### config.mk
export PLATFORM = sky130hd
export DESIGN_NAME = hazard_stall_ctrl
export DESIGN_NICKNAME = d
export VERILOG_FILES = /design/src/rtl/hazard_stall_ctrl_pkg.sv /design/src/rtl/hazard_stall_ctrl_hazard_detect.sv /design/src/rtl/hazard_stall_ctrl.sv
export SDC_FILE = /design/constraint.sdc
export NUM_CORES = 1
export LEC_CHECK = 0
export CAP_MARGIN = 20
export CORE_MARGIN = 2
export CORE_UTILIZATION = 35
export DETAILED_ROUTE_END_ITERATION = 8
export PLACE_DENSITY = 0.82
export SLEW_MARGIN = 25
export SYNTH_ARGS = -nofsm -noshare
export SYNTH_HDL_FRONTEND = slang
export SYNTH_SLANG_ARGS = --single-unit
export TNS_END_PERCENT = 5
### constraint.sdc
create_clock -name clk -period 3.98 [get_ports clk]
set_input_delay 0.796 -clock clk [delete_from_list [all_inputs] [get_ports clk]]
set_output_delay 0.796 -clock clk [all_outputs]
set_load 0.02 [all_outputs]
### src/rtl/hazard_stall_ctrl_pkg.sv
// Shared core definitions for the pipeline stall/flush controller.
package hazard_stall_ctrl_pkg;

  localparam int REG_ADDR_W = 5;
  localparam logic [REG_ADDR_W-1:0] REG_ZERO = '0;

  typedef enum logic [1:0] {
    INIT     = 2'd0,
    RUN      = 2'd1,
    MEM_WAIT = 2'd2,
    TIMEOUT  = 2'd3
  } ctrl_state_t;

endpackage

### src/rtl/hazard_stall_ctrl_hazard_detect.sv
// Combinational load-use comparator: a load in EX whose destination feeds the ID instruction.
module hazard_detect
  import hazard_stall_ctrl_pkg::*;
(
  input  logic [REG_ADDR_W-1:0] id_rs1,
  input  logic [REG_ADDR_W-1:0] id_rs2,
  input  logic                  id_uses_rs1,
  input  logic                  id_uses_rs2,
  input  logic                  ex_memread,
  input  logic [REG_ADDR_W-1:0] ex_rd,
  output logic                  load_use
);

  // x0 is hardwired to zero, so a load targeting it never creates a dependency.
  assign load_use = ex_memread && (ex_rd != REG_ZERO) &&
                    ((id_uses_rs1 && (id_rs1 == ex_rd)) ||
                     (id_uses_rs2 && (id_rs2 == ex_rd)));

endmodule

### src/rtl/hazard_stall_ctrl.sv
// Pipeline advance/hold/flush controller for the five-stage core.
// Optional performance counters are enabled with `define HAZARD_PERF_CNT_EN.
module hazard_stall_ctrl
  import hazard_stall_ctrl_pkg::*;
#(
  parameter int MAX_WAIT = 16,
  parameter int CNT_W    = 16
) (
  input  logic                  clk,
  input  logic                  rst,
  input  logic [REG_ADDR_W-1:0] id_rs1,
  input  logic [REG_ADDR_W-1:0] id_rs2,
  input  logic                  id_uses_rs1,
  input  logic                  id_uses_rs2,
  input  logic                  ex_memread,
  input  logic [REG_ADDR_W-1:0] ex_rd,
  input  logic                  ex_branch_taken,
  input  logic                  dmem_req,
  input  logic                  dmem_ready,
  output logic                  pc_we,
  output logic                  if_id_we,
  output logic                  if_id_flush,
  output logic                  id_ex_we,
  output logic                  id_ex_bubble,
  output logic                  ex_mem_we,
  output logic                  mem_timeout,
  output logic [1:0]            ctrl_state
`ifdef HAZARD_PERF_CNT_EN
  ,
  output logic [CNT_W-1:0]      stall_cnt,
  output logic [CNT_W-1:0]      flush_cnt,
  output logic [CNT_W-1:0]      loaduse_cnt
`endif
);

  localparam int WAIT_W = $clog2(MAX_WAIT + 1);
  localparam logic [WAIT_W-1:0] WAIT_MAX  = WAIT_W'(MAX_WAIT);
  localparam logic [WAIT_W-1:0] WAIT_LAST = WAIT_W'(MAX_WAIT - 1);

  ctrl_state_t       state;
  logic [WAIT_W-1:0] wait_cnt;
  logic              load_use;
  logic              mem_stall;
  logic              mem_release;
  logic              run_decode;

  hazard_detect u_hazard_detect (
    .id_rs1      (id_rs1),
    .id_rs2      (id_rs2),
    .id_uses_rs1 (id_uses_rs1),
    .id_uses_rs2 (id_uses_rs2),
    .ex_memread  (ex_memread),
    .ex_rd       (ex_rd),
    .load_use    (load_use)
  );

  assign mem_stall   = dmem_req && !dmem_ready;
  assign mem_release = dmem_req && dmem_ready;
  assign mem_timeout = (state == TIMEOUT);
  assign ctrl_state  = state;

  // The release cycle of MEM_WAIT decodes like RUN, since EX/ID were held during the wait.
  always_comb begin
    pc_we        = 1'b0;
    if_id_we     = 1'b0;
    if_id_flush  = 1'b0;
    id_ex_we     = 1'b0;
    id_ex_bubble = 1'b0;
    ex_mem_we    = 1'b0;
    run_decode   = 1'b0;
    case (state)
      INIT: begin
        if_id_flush  = 1'b1;
        id_ex_bubble = 1'b1;
      end
      RUN:      run_decode = !mem_stall;
      MEM_WAIT: run_decode = mem_release;
      default:  run_decode = 1'b0;
    endcase
    if (run_decode) begin
      if (ex_branch_taken) begin
        pc_we        = 1'b1;
        if_id_we     = 1'b1;
        if_id_flush  = 1'b1;
        id_ex_we     = 1'b1;
        id_ex_bubble = 1'b1;
        ex_mem_we    = 1'b1;
      end else if (load_use) begin
        id_ex_we     = 1'b1;
        id_ex_bubble = 1'b1;
        ex_mem_we    = 1'b1;
      end else begin
        pc_we        = 1'b1;
        if_id_we     = 1'b1;
        id_ex_we     = 1'b1;
        ex_mem_we    = 1'b1;
      end
    end
  end

  always_ff @(posedge clk or negedge rst) begin
    if (!rst) begin
      state    <= INIT;
      wait_cnt <= '0;
    end else begin
      case (state)
        INIT: state <= RUN;
        RUN: begin
          if (mem_stall) begin
            state    <= MEM_WAIT;
            wait_cnt <= '0;
          end
        end
        MEM_WAIT: begin
          if (wait_cnt != WAIT_MAX) wait_cnt <= wait_cnt + WAIT_W'(1);
          if (mem_release) state <= RUN;
          else if (wait_cnt >= WAIT_LAST) state <= TIMEOUT;
        end
        default: state <= TIMEOUT;
      endcase
    end
  end

`ifdef HAZARD_PERF_CNT_EN
  logic stall_evt;
  logic flush_evt;
  logic loaduse_evt;

  // A bubble without an IF/ID flush can only come from the load-use case.
  assign stall_evt   = !pc_we && ((state == RUN) || (state == MEM_WAIT));
  assign flush_evt   = pc_we && if_id_flush;
  assign loaduse_evt = id_ex_bubble && !if_id_flush;

  always_ff @(posedge clk or negedge rst) begin
    if (!rst) begin
      stall_cnt   <= '0;
      flush_cnt   <= '0;
      loaduse_cnt <= '0;
    end else begin
      if (stall_evt && (stall_cnt != '1))     stall_cnt   <= stall_cnt + CNT_W'(1);
      if (flush_evt && (flush_cnt != '1))     flush_cnt   <= flush_cnt + CNT_W'(1);
      if (loaduse_evt && (loaduse_cnt != '1)) loaduse_cnt <= loaduse_cnt + CNT_W'(1);
    end
  end
`endif

endmodule

# ---- Word level (Yosys, flattened, before mapping)
# Cells that the tools add are included.
dict set report word_totals {
  wordCells 45
  output_inout_bits 9
  reg_bits 7
  in_bits 23
}
dict set report classes {
  order_cmp 1
  reduce_logical 14
  add_sub_neg 1
  n_eq_ne 9
  muxes 18
}
# operator count
set ops {}
lappend ops {{equality test 5 bit} 2}
lappend ops {{2-to-1 mux 1 bit} 10}
lappend ops {{2-to-1 mux 5 bit} 2}
lappend ops {{one-hot mux 5 bit (2 select lines)} 1}
lappend ops {{logical AND 1 bit} 6}
lappend ops {{2-to-1 mux 2 bit} 3}
lappend ops {{one-hot mux 2 bit (3 select lines)} 1}
lappend ops {{adder 5 x 1 -> 5 bit, second input constant} 1}
lappend ops {{>= comparator 5 x 4 -> 1 bit, second input constant} 1}
lappend ops {{!= test 5 bit, second input constant} 1}
lappend ops {{nonzero test 5 bit} 1}
lappend ops {{equality test 2 bit, second input constant} 2}
lappend ops {{!= test 2 bit, second input constant} 2}
lappend ops {{!= test 3 bit, second input constant} 1}
lappend ops {{AND reduction 3 bit} 1}
lappend ops {{equality test 2 x 1 -> 1 bit, second input constant} 1}
lappend ops {{zero test 1 bit} 2}
lappend ops {{zero test 2 bit} 1}
lappend ops {{one-hot mux 1 bit (2 select lines)} 1}
lappend ops {{AND reduction 2 bit} 1}
lappend ops {{nonzero test 2 bit} 1}
lappend ops {{logical OR 1 bit} 1}

# ---- Logic depth before layout (Yosys ltp)
# Gate-level depths: netlist (run 1).
dict set report logic_depth {
  ltp_word 7
  depth_mapped 7
  mapped_depth_nobuf 7
}

# ---- By module
# From an unflattened synthesis (run 1), not the netlist that was laid out.
dict set report hier_totals {
  hier_cells 77
  hier_area_um2 696.9
}
# module n_inst seq_area_each_um2 cells_each area_each_um2
set by_module_without_submodules {}
lappend by_module_without_submodules {hazard_stall_ctrl 1 175.2 60 563.0}
lappend by_module_without_submodules {hazard_detect 1 0.0 17 133.9}

# ---- Least setup slack after synthesis (run 1)
# No wires, ideal clock.
dict set report synth_timing {
  kind {input to output}
  from {input port ex_rd[0]}
  to {output port pc_we}
  path_slack_ps 1286
  arrival_ps 1898
  path_stages 4
  path_buffers 1
  t_required_ps 3184
  cell_sequence {or4_1 -> o21ai_1 -> o31a_1 -> buf_4}
}
dict set report synth_via {
  elab_chain_len 7
  word_cells_on_any_way 11
  classes_between {eq/ne: 2; mux: 3; reduce/logical: 6}
}
# item line
set synth_rtl {}
lappend synth_rtl {{from (decl)} hazard_stall_ctrl.sv:16} ;# input logic [REG_ADDR_W-1:0] ex_rd,
lappend synth_rtl {{equality test 5 bit, on equally long branches} {hazard_stall_ctrl_hazard_detect.sv:16, hazard_stall_ctrl_hazard_detect.sv:17}}
lappend synth_rtl {{logical AND 1 bit, on equally long branches} {hazard_stall_ctrl_hazard_detect.sv:16, hazard_stall_ctrl_hazard_detect.sv:17}}
lappend synth_rtl {{logical OR 1 bit} hazard_stall_ctrl_hazard_detect.sv:16} ;# ((id_uses_rs1 && (id_rs1 == ex_rd)) ||
lappend synth_rtl {{logical AND 1 bit *} hazard_stall_ctrl_hazard_detect.sv:15} ;# assign load_use = ex_memread && (ex_rd != REG_ZERO) &&
lappend synth_rtl {{2-to-1 mux 1 bit * (3 in a row)} -}
lappend synth_rtl {{to (decl)} hazard_stall_ctrl.sv:20} ;# output logic pc_we,
# Every way passes the cells marked *; elsewhere a longest branch is shown, timed or not.

# ---- Final worst setup path (run 1)
dict set report layout_timing {
  from {input port ex_rd[0]}
  to {output port if_id_we}
}
dict set report layout_via {
  elab_chain_len 7
  word_cells_on_any_way 11
  classes_between {eq/ne: 2; mux: 3; reduce/logical: 6}
}
# item line
set layout_rtl {}
lappend layout_rtl {{equality test 5 bit, on equally long branches} {hazard_stall_ctrl_hazard_detect.sv:16, hazard_stall_ctrl_hazard_detect.sv:17}}
lappend layout_rtl {{logical AND 1 bit, on equally long branches} {hazard_stall_ctrl_hazard_detect.sv:16, hazard_stall_ctrl_hazard_detect.sv:17}}
lappend layout_rtl {{logical OR 1 bit} hazard_stall_ctrl_hazard_detect.sv:16}
lappend layout_rtl {{logical AND 1 bit *} hazard_stall_ctrl_hazard_detect.sv:15}
lappend layout_rtl {{2-to-1 mux 1 bit *} hazard_stall_ctrl.sv:88} ;# end else if (load_use) begin
lappend layout_rtl {{2-to-1 mux 1 bit *} hazard_stall_ctrl.sv:81} ;# if (ex_branch_taken) begin
lappend layout_rtl {{2-to-1 mux 1 bit *} hazard_stall_ctrl.sv:80} ;# if (run_decode) begin
lappend layout_rtl {{to (decl)} hazard_stall_ctrl.sv:21} ;# output logic if_id_we,
# Marks and branches as above.

==> flow_summary.ini, run 1 <==
[outcome]
outcome = finished, final reports clean

[layout]
stdcell_area_um2 = 1010
antenna_cells = 0
area.growth.synth_to_final_pct = 53.4
nets = 136
final_core_util_pct = 58.1
drive_gt1_share_pct = 4.76

[route]
wl_per_cell_um = 12.3
wl_met2_um = 749
drtIter0Drc = 12
wl_met1_um = 603
vias = 656
wl_met3_um = 242
post-route-drc-count = 0
wl_um = 1600
top_layer_used = met3
via_per_inst = 5.05
ant_nets = 0
first_pass_iters = 4

[synth]
async_flop_share_pct = 100
yosysMostFrequentCell = xor2_1
synth_area_leaders = dfrtp_1, ha_1, xor2_1
synth_cell_types = 34
synth_flop_cell = dfrtp_1
syn_nets = 102
syn_avg_cell_area_um2 = 9.18
syn-cell-area_um2 = 661
ys_seq_area_share_pct = 26.5
synth_cells = 72
ys_ff_latch = 7
yosys_warnings = 0
yosys-top-cells-count = xor2_1, dfrtp_1, ha_1, inv_1, a21oi_1
yosysTopAreaCellShare_pct = 26.5
yosysTopAreaCell = dfrtp_1
synth_edf_count = 0

[job]
cap_violations = 0

[sta]
worst_pin_slew_ps = 303
hold_violations = 0
tns_ps = 0
rsz0062_at_grt = no
period_minus_slack_ps = 3530
final_max_slew_viol_count = 0
max_freq_mhz = 283
fin_worst_skew_ps = 4.21
relSlewSlack_pct = 79.7
worst_slack_ps = 448
final-setup-viol-count = 0
fin_crit_sh_pct = 88.8
hold_ws_ps = 534

[setup_path]
arrival_ps = 2740
worstSetupStartpoint = ex_rd[0]
r2r-start = ctrl_state[0]
crit_top_cell = clkdlybuf4s50_1
worstPathCellList = clkdlybuf4s50_1 -> or4_1 -> o21ai_1 -> o31a_1 -> clkdlybuf4s50_1
critPathMaxFanout = 3
critPathLaunchType = input pin
cp_top_family = buffers and inverters
path_class = input pin to output port
slowest_delay_ps = 600
cp-end-kind = output port
critPathBufInv = 2
critPathSlowestCell = clkdlybuf4s50_1
worstPathRequired_ps = 3180

[cts]
clock_latency_ps = 240
ctsHoldBuffers = 0
cts_sinks = 7
cts_buffers = 3
htree_levels = 1
cts_root_buffer = clkbuf_4
cts_setup_buffers = 0
cts_resized = 0
clk_pin_slew_ps = 50
cts_max_path_buffers = 2
cts_tree = yes

[global_routing]
grt_pass1_vias = 617
grt_overflow = 0
antenna_found_initial = 0
grt_pass1_wl_um = 2360
grt_util_all_layers_pct = 14.9
grt_max_degree = 9

[die]
die_x_um = 47.4
rows = 15
core_area_um2 = 1750
initial_utilization_pct = 37.8
die_y_um = 47.4
die_area_um2 = 2250
ioPinCount = 32

[power_and_ir_drop]
power_density_nw_per_um2 = 461
p_leak_nw = 0.436
vdd_ir_drop_max_uv = 395

[placed_design]
dp_slack_ps = 449
place_hpwl_um = 1350
io_buffers = 31
place_area_um2 = 987
gp_congestion = 0.823

[worst_hold_path]
hp-class = register to register
min_from = wait_cnt[2]
==> flip-flops by register name, summed over array words and instances (netlist names) <==
name,cells
wait_cnt,5
ctrl_state,2
==> final timing paths <==
kind                                 endpoint  slack [ps]  cells past startpoint
worst max-delay path                 if_id_we         450                      5
worst min-delay path              wait_cnt[2]         530                      1
worst max register to register    wait_cnt[4]        2260                      6
worst min register to register    wait_cnt[2]         530                      1
max in group asynchronous       ctrl_state[1]        2940                      1
min in group asynchronous         wait_cnt[4]         800                      1
==> logic make-up (layout without fill, tap and decap cells) <==
family	Yosys count	in the layout	share of synthesized area, %
XOR/XNOR	10	10	13.3
adder cells (fa/ha/maj)	7	7	13.3
flip-flops	7	7	26.5
multiplexers	3	3	4.55
AND/OR/NAND/NOR	16	16	14.6
AO/OA/AOI/OAI	20	20	21.6
buffers and inverters	9	42	6.25
==> metrics by stage <==
stage	total power [mW]	std cells
6_report	0.467	130
5_1_grt	0.503	130
4_1_cts	0.472	130
3_5_place_dp	0.407	126
3_3_place_gp	0.397	126
2_1_floorplan	0.291	72
==> placed cells by master, fill, tap and decap left out, drive strengths merged <==
cell            n
and3            1
o21bai          1
and2            1
dfrtp           7
clkbuf          4
or4             1
o211ai          1
a32oi           1
a21o            1
ha              7
nand2b          2
o221ai          1
nor2            2
a21oi           4
a21boi          1
inv             7
o211a           1
nor4            2
clkdlybuf4s50  31
mux2i           3
xor2            8
xnor2           2
nand2           3
o32a            1
nand3           2
o22ai           1
and2b           1
a211oi          1
o21ai           4
and3b           1
o2bb2ai         1
o31a            1
==> area by class of cell <==
cell class,count,area (um2)
clock buffers,4,26.3
fillers,158,732
repair buffers,31,310
inverters,7,26.3
multi-input cells,56,444
flip-flops and latches,7,175
well taps,25,31.3
==> where the power goes <==
group          switching (mW)  total [mW]  leakage, nW  internal, mW
Clock                  0.0233      0.0613       0.0150        0.0381
Combinational           0.155       0.305        0.331         0.150
Sequential             0.0149       0.100       0.0899        0.0852
Total                   0.193       0.467        0.436         0.274
==> metal layers <==
metal,vias up,track usage [%]
li1,327,-
met1,296,14.6
met2,33,27.3
met3,0,4.15
met4,0,9.44
met5,-,0
Note: power is estimated with default switching activity, not from simulation.
==> run 2: changes to the inputs <==
Settings changed: DONT_BUFFER_PORTS from default to 1, PLACE_DENSITY 0.82 to 0.6.
==> run 2 against run 1 <==
Sequential share of layout area up 7.6 points; highest routed layer is now met4; largest cell class unchanged; global-route usage down 0.90 points; critical path depth up 1; die area unchanged.
==> flow_summary.ini, run 2 (synthesis results as in run 1) <==
[outcome]
outcome = finished, final reports clean

[setup_path]
critPathMaxFanout = 8
arrival_ps = 2370
cp-end-kind = output port
worstPathCellList = inv_1 -> ha_1 -> a21oi_1 -> and3b_1 -> a21o_1 -> o21bai_1
critPathLaunchType = register
cp_top_family = compound AO/OA/AOI/OAI gates
slowest_delay_ps = 530
worstPathRequired_ps = 3180
critPathSlowestCell = and3b_1
path_class = register to output port
critPathBufInv = 1

[route]
wl_um = 1290
ant_nets = 0
vias = 528
post-route-drc-count = 0
first_pass_iters = 3
drtIter0Drc = 8
via_per_inst = 5.33
wl_per_cell_um = 13.1

[cts]
cts_root_buffer = clkbuf_4
cts_tree = yes
cts_setup_buffers = 0
ctsHoldBuffers = 0
cts_resized = 0
cts_max_path_buffers = 2
cts_buffers = 3
cts_sinks = 7
clock_latency_ps = 250
htree_levels = 1
clk_pin_slew_ps = 50

[layout]
nets = 105
mostFrequentLayoutCells = xor2_1, inv_1, ha_1, dfrtp_1, a21oi_1
largest_register_ffs = 5
layout.cells.non_filler = 99
antenna_cells = 0
area.growth.synth_to_final_pct = 6.63
mostFrequentLayoutCell = xor2_1
top_register = wait_cnt
drive_gt1_share_pct = 8.11
fill_cells = 181

[die]
rows = 15
die_area_um2 = 2250
core_area_um2 = 1750
die_y_um = 47.4
die_x_um = 47.4
ioPinCount = 32
initial_utilization_pct = 37.8

[global_routing]
grt_util_all_layers_pct = 14.0
grt_pass1_vias = 558
grt_pass1_wl_um = 2170
grt_overflow = 0
grt_max_degree = 9
antenna_found_initial = 0

[placed_design]
dp_cells = 95
gp_congestion = 0.762
dp_slack_ps = 1070
place_hpwl_um = 1090
io_buffers = 0

[power_and_ir_drop]
combPwrFrac_pct = 52.5
power_density_nw_per_um2 = 526
p_clk_share_pct = 17.2
internal_power_uw = 194
seqPwrFrac_pct = 30.2
p_leak_nw = 0.320
p_sw_uw = 176
netSwitchingFraction_pct = 47.6
power.total_uw = 370
vdd_ir_drop_max_uv = 266

[sta]
final-setup-viol-count = 0
worst_slack_ps = 814
fin_crit_sh_pct = 79.5
max_freq_mhz = 316
rsz0062_at_grt = no
period_minus_slack_ps = 3170
relSlewSlack_pct = 67.1
final_max_slew_viol_count = 0
fin_worst_skew_ps = 3.68
worst_pin_slew_ps = 494
tns_ps = 0
hold_violations = 0
hold_ws_ps = 234

[job]
cap_violations = 0

[worst_hold_path]
hp-class = input pin to asynchronous set/reset pin
[run 2: cell count changes in the layout (fill, tap and decap cells not counted)]
cell / before / now
clkbuf_1: 1 / 0
clkdlybuf4s50_1: 31 / 0
clkinv_2: 0 / 1
[run 2: metal layers]
metal	global-route usage, %	wire, um
met5	0	0
met4	3.33	11
met3	7.92	128
met2	24.9	630
met1	14.3	524
[run 2: area by class of cell]
| class | instances | area, um2 | share of cell area, % |
|---|---|---|---|
| inverters | 7 | 26.3 | 3.73 |
| flip-flops and latches | 7 | 175 | 24.9 |
| clock buffers | 3 | 22.5 | 3.20 |
| multi-input cells | 56 | 444 | 63.1 |
| clock inverters | 1 | 5.00 | 0.710 |
| well taps | 25 | 31.3 | 4.44 |
[run 2: power by group through the flow]
| stage | clock [mW] | combinational [mW] | sequential, mW |
|---|---|---|---|
| 3_3_place_gp | 0 | 0.194 | 0.113 |
| 6_report | 0.0638 | 0.195 | 0.112 |
| 5_1_grt | 0.0738 | 0.220 | 0.114 |
| 4_1_cts | 0.0672 | 0.197 | 0.112 |
| 3_5_place_dp | 0 | 0.197 | 0.114 |
| 2_1_floorplan | 0 | 0.182 | 0.109 |
[run 2: final timing paths]
path                           endpoint  depth (start not counted)  slack (ps)     startpoint
setup / recovery           id_ex_bubble                          6         810  ctrl_state[0]
max in group asynchronous   wait_cnt[4]                          0        3680            rst
hold reg to reg             wait_cnt[2]                          1         540    wait_cnt[2]
hold / removal              wait_cnt[1]                          0         230            rst
min in group clk            wait_cnt[2]                          1         540    wait_cnt[2]
setup reg to reg            wait_cnt[1]                          6        2220  ctrl_state[0]
[run 2: worst register-to-register path: stages (launching register included)]
cell and delay [ps]:
dfrtp_1 490, inv_1 130, ha_1 300, and2b_1 180
nand3_1 110, o21ai_2 260, mux2i_1 220
[run 2: stage by stage]
stage | instance area [um2] | util (%)
global placement | 677 | 38.8
floorplan | 661 | -
global route | 704 | 40.4
detailed placement | 677 | 38.8
CTS | 704 | 40.4
finish | 704 | 40.4
==> run 3: changes to the inputs <==
Clock period 3.98 ns to 3 ns, I/O delays scaled along.
==> run 3 against run 2 <==
Non-clock buffer count up 1; highest routed layer is now met3; sequential share of layout area is 0.22 points lower; first-iteration DRC count decreased by 38%; largest cell class unchanged; critical path depth unchanged; power grew 35%; clock skew is 5.3 ps higher; clock-buffer cell count is 1 higher; global-route usage is 0.16 points lower; core utilization increased by 0.36 points; final cell count grew 1.0%.
==> flow_summary.ini, run 3 (synthesis results as in run 1) <==
[outcome]
outcome = finished, final reports clean

[route]
wl_um = 1340
via_per_inst = 5.41
vias = 541
post-route-drc-count = 0
drtIter0Drc = 5
ant_nets = 0
wl_per_cell_um = 13.4
first_pass_iters = 2

[cts]
cts_max_path_buffers = 2
cts_sinks = 7
ctsHoldBuffers = 0
cts_root_buffer = clkbuf_4
htree_levels = 1
cts_buffers = 3
cts_tree = yes
cts_resized = 0
cts_setup_buffers = 0
clock_latency_ps = 250
clk_pin_slew_ps = 50

[placed_design]
gp_congestion = 0.768
place_hpwl_um = 1130
io_buffers = 0
place_area_um2 = 684

[sta]
fin_crit_sh_pct = 89.5
max_freq_mhz = 373
relSlewSlack_pct = 71.7
rsz0062_at_grt = no
final-setup-viol-count = 0
worst_pin_slew_ps = 424
tns_ps = 0
hold_violations = 0
period_minus_slack_ps = 2680
final_max_slew_viol_count = 0
fin_worst_skew_ps = 8.95

[setup_path]
worstSetupStartpoint = ctrl_state[0]
crit_end = id_ex_bubble
reg2reg_depth = 6
arrival_ps = 2080
r2r_setup_slack_ps = 1230
worstPathRequired_ps = 2400
path_class = register to output port
critPathLaunchType = register
critPathMaxFanout = 8
cp-end-kind = output port
slowest_delay_ps = 520
worstPathCellList = inv_1 -> ha_1 -> a21oi_1 -> and3b_1 -> a21o_1 -> o21bai_1
r2r-start = ctrl_state[0]
critPathSlowestCell = dfrtp_1
reg2reg_to = wait_cnt[0]

[layout]
multi_input_area_um2 = 444
nets = 106
drive_gt1_share_pct = 8.00
seq_area_um2 = 175
antenna_cells = 0
mostFrequentLayoutCells = xor2_1, inv_1, ha_1, dfrtp_1, a21oi_1
mostFrequentLayoutCell = xor2_1
fill_cells = 176
stdcell_area_um2 = 711
area.growth.synth_to_final_pct = 7.58
largest_register_ffs = 5
top_register = wait_cnt

[power_and_ir_drop]
power_density_nw_per_um2 = 705
power.total_uw = 501
p_leak_nw = 0.322
vdd_ir_drop_max_uv = 329

[global_routing]
grt_max_degree = 9
grt_util_all_layers_pct = 13.9
antenna_found_initial = 0
grt_pass1_wl_um = 2150
grt_overflow = 0
grt_pass1_vias = 566

[die]
die_area_um2 = 2250
rows = 15
initial_utilization_pct = 37.8
ioPinCount = 32
die_x_um = 47.4
die_y_um = 47.4
core_area_um2 = 1750

[worst_hold_path]
hp-class = input pin to asynchronous set/reset pin

[job]
cap_violations = 0
[run 3: critical path: cells and delay by family (launching register included)]
kind | cells | cell delay (ps)
compound gates | 3 | 680
fa+ha+maj | 1 | 300
buf+inv | 1 | 110
flops | 1 | 520
simple gates | 1 | 220
[run 3: per-stage QoR]
step           utilization, %  setup slack [ps]  cells  hold slack [ps]
6_report                 40.7               316    100             40.0
5_1_grt                  40.7               164    100             18.9
4_1_cts                  40.7               291    100             29.3
3_5_place_dp             39.2               582     96              305
3_3_place_gp             39.2               605     96              305
2_1_floorplan               -               581     72              304
[run 3: area by class of cell]
type / count / share of cell area, %
inverter: 7 / 3.70
tap: 25 / 4.40
multi-input combinational: 56 / 62.5
sequential: 7 / 24.6
clock buffer: 4 / 3.70
timing repair buffer: 1 / 1.06
[run 3: routing by layer]
layer	GRT usage (%)	share of wire, %	up-vias
met2	26.8	51	21
met5	0	0	-
met4	5.00	0	0
li1	-	-	263
met1	12.9	41	257
met3	5.66	8.1	0
[run 3: report_power, final]
group | switching, mW | internal [mW] | leakage, nW
registers | 0.0368 | 0.113 | 0.0899
logic | 0.165 | 0.102 | 0.217
clock network | 0.0331 | 0.0506 | 0.0150
total | 0.235 | 0.266 | 0.322
[run 3: worst min path at each step]
stage          startpoint       endpoint  slack (ps)  cells after the start
6_report              rst    wait_cnt[2]          40                      0
5_1_grt               rst    wait_cnt[2]          20                      0
4_1_cts               rst    wait_cnt[2]          30                      0
2_1_floorplan         rst  ctrl_state[0]         300                      0
3_5_place_dp          rst    wait_cnt[2]         300                      0
3_3_place_gp          rst    wait_cnt[2]         300                      0
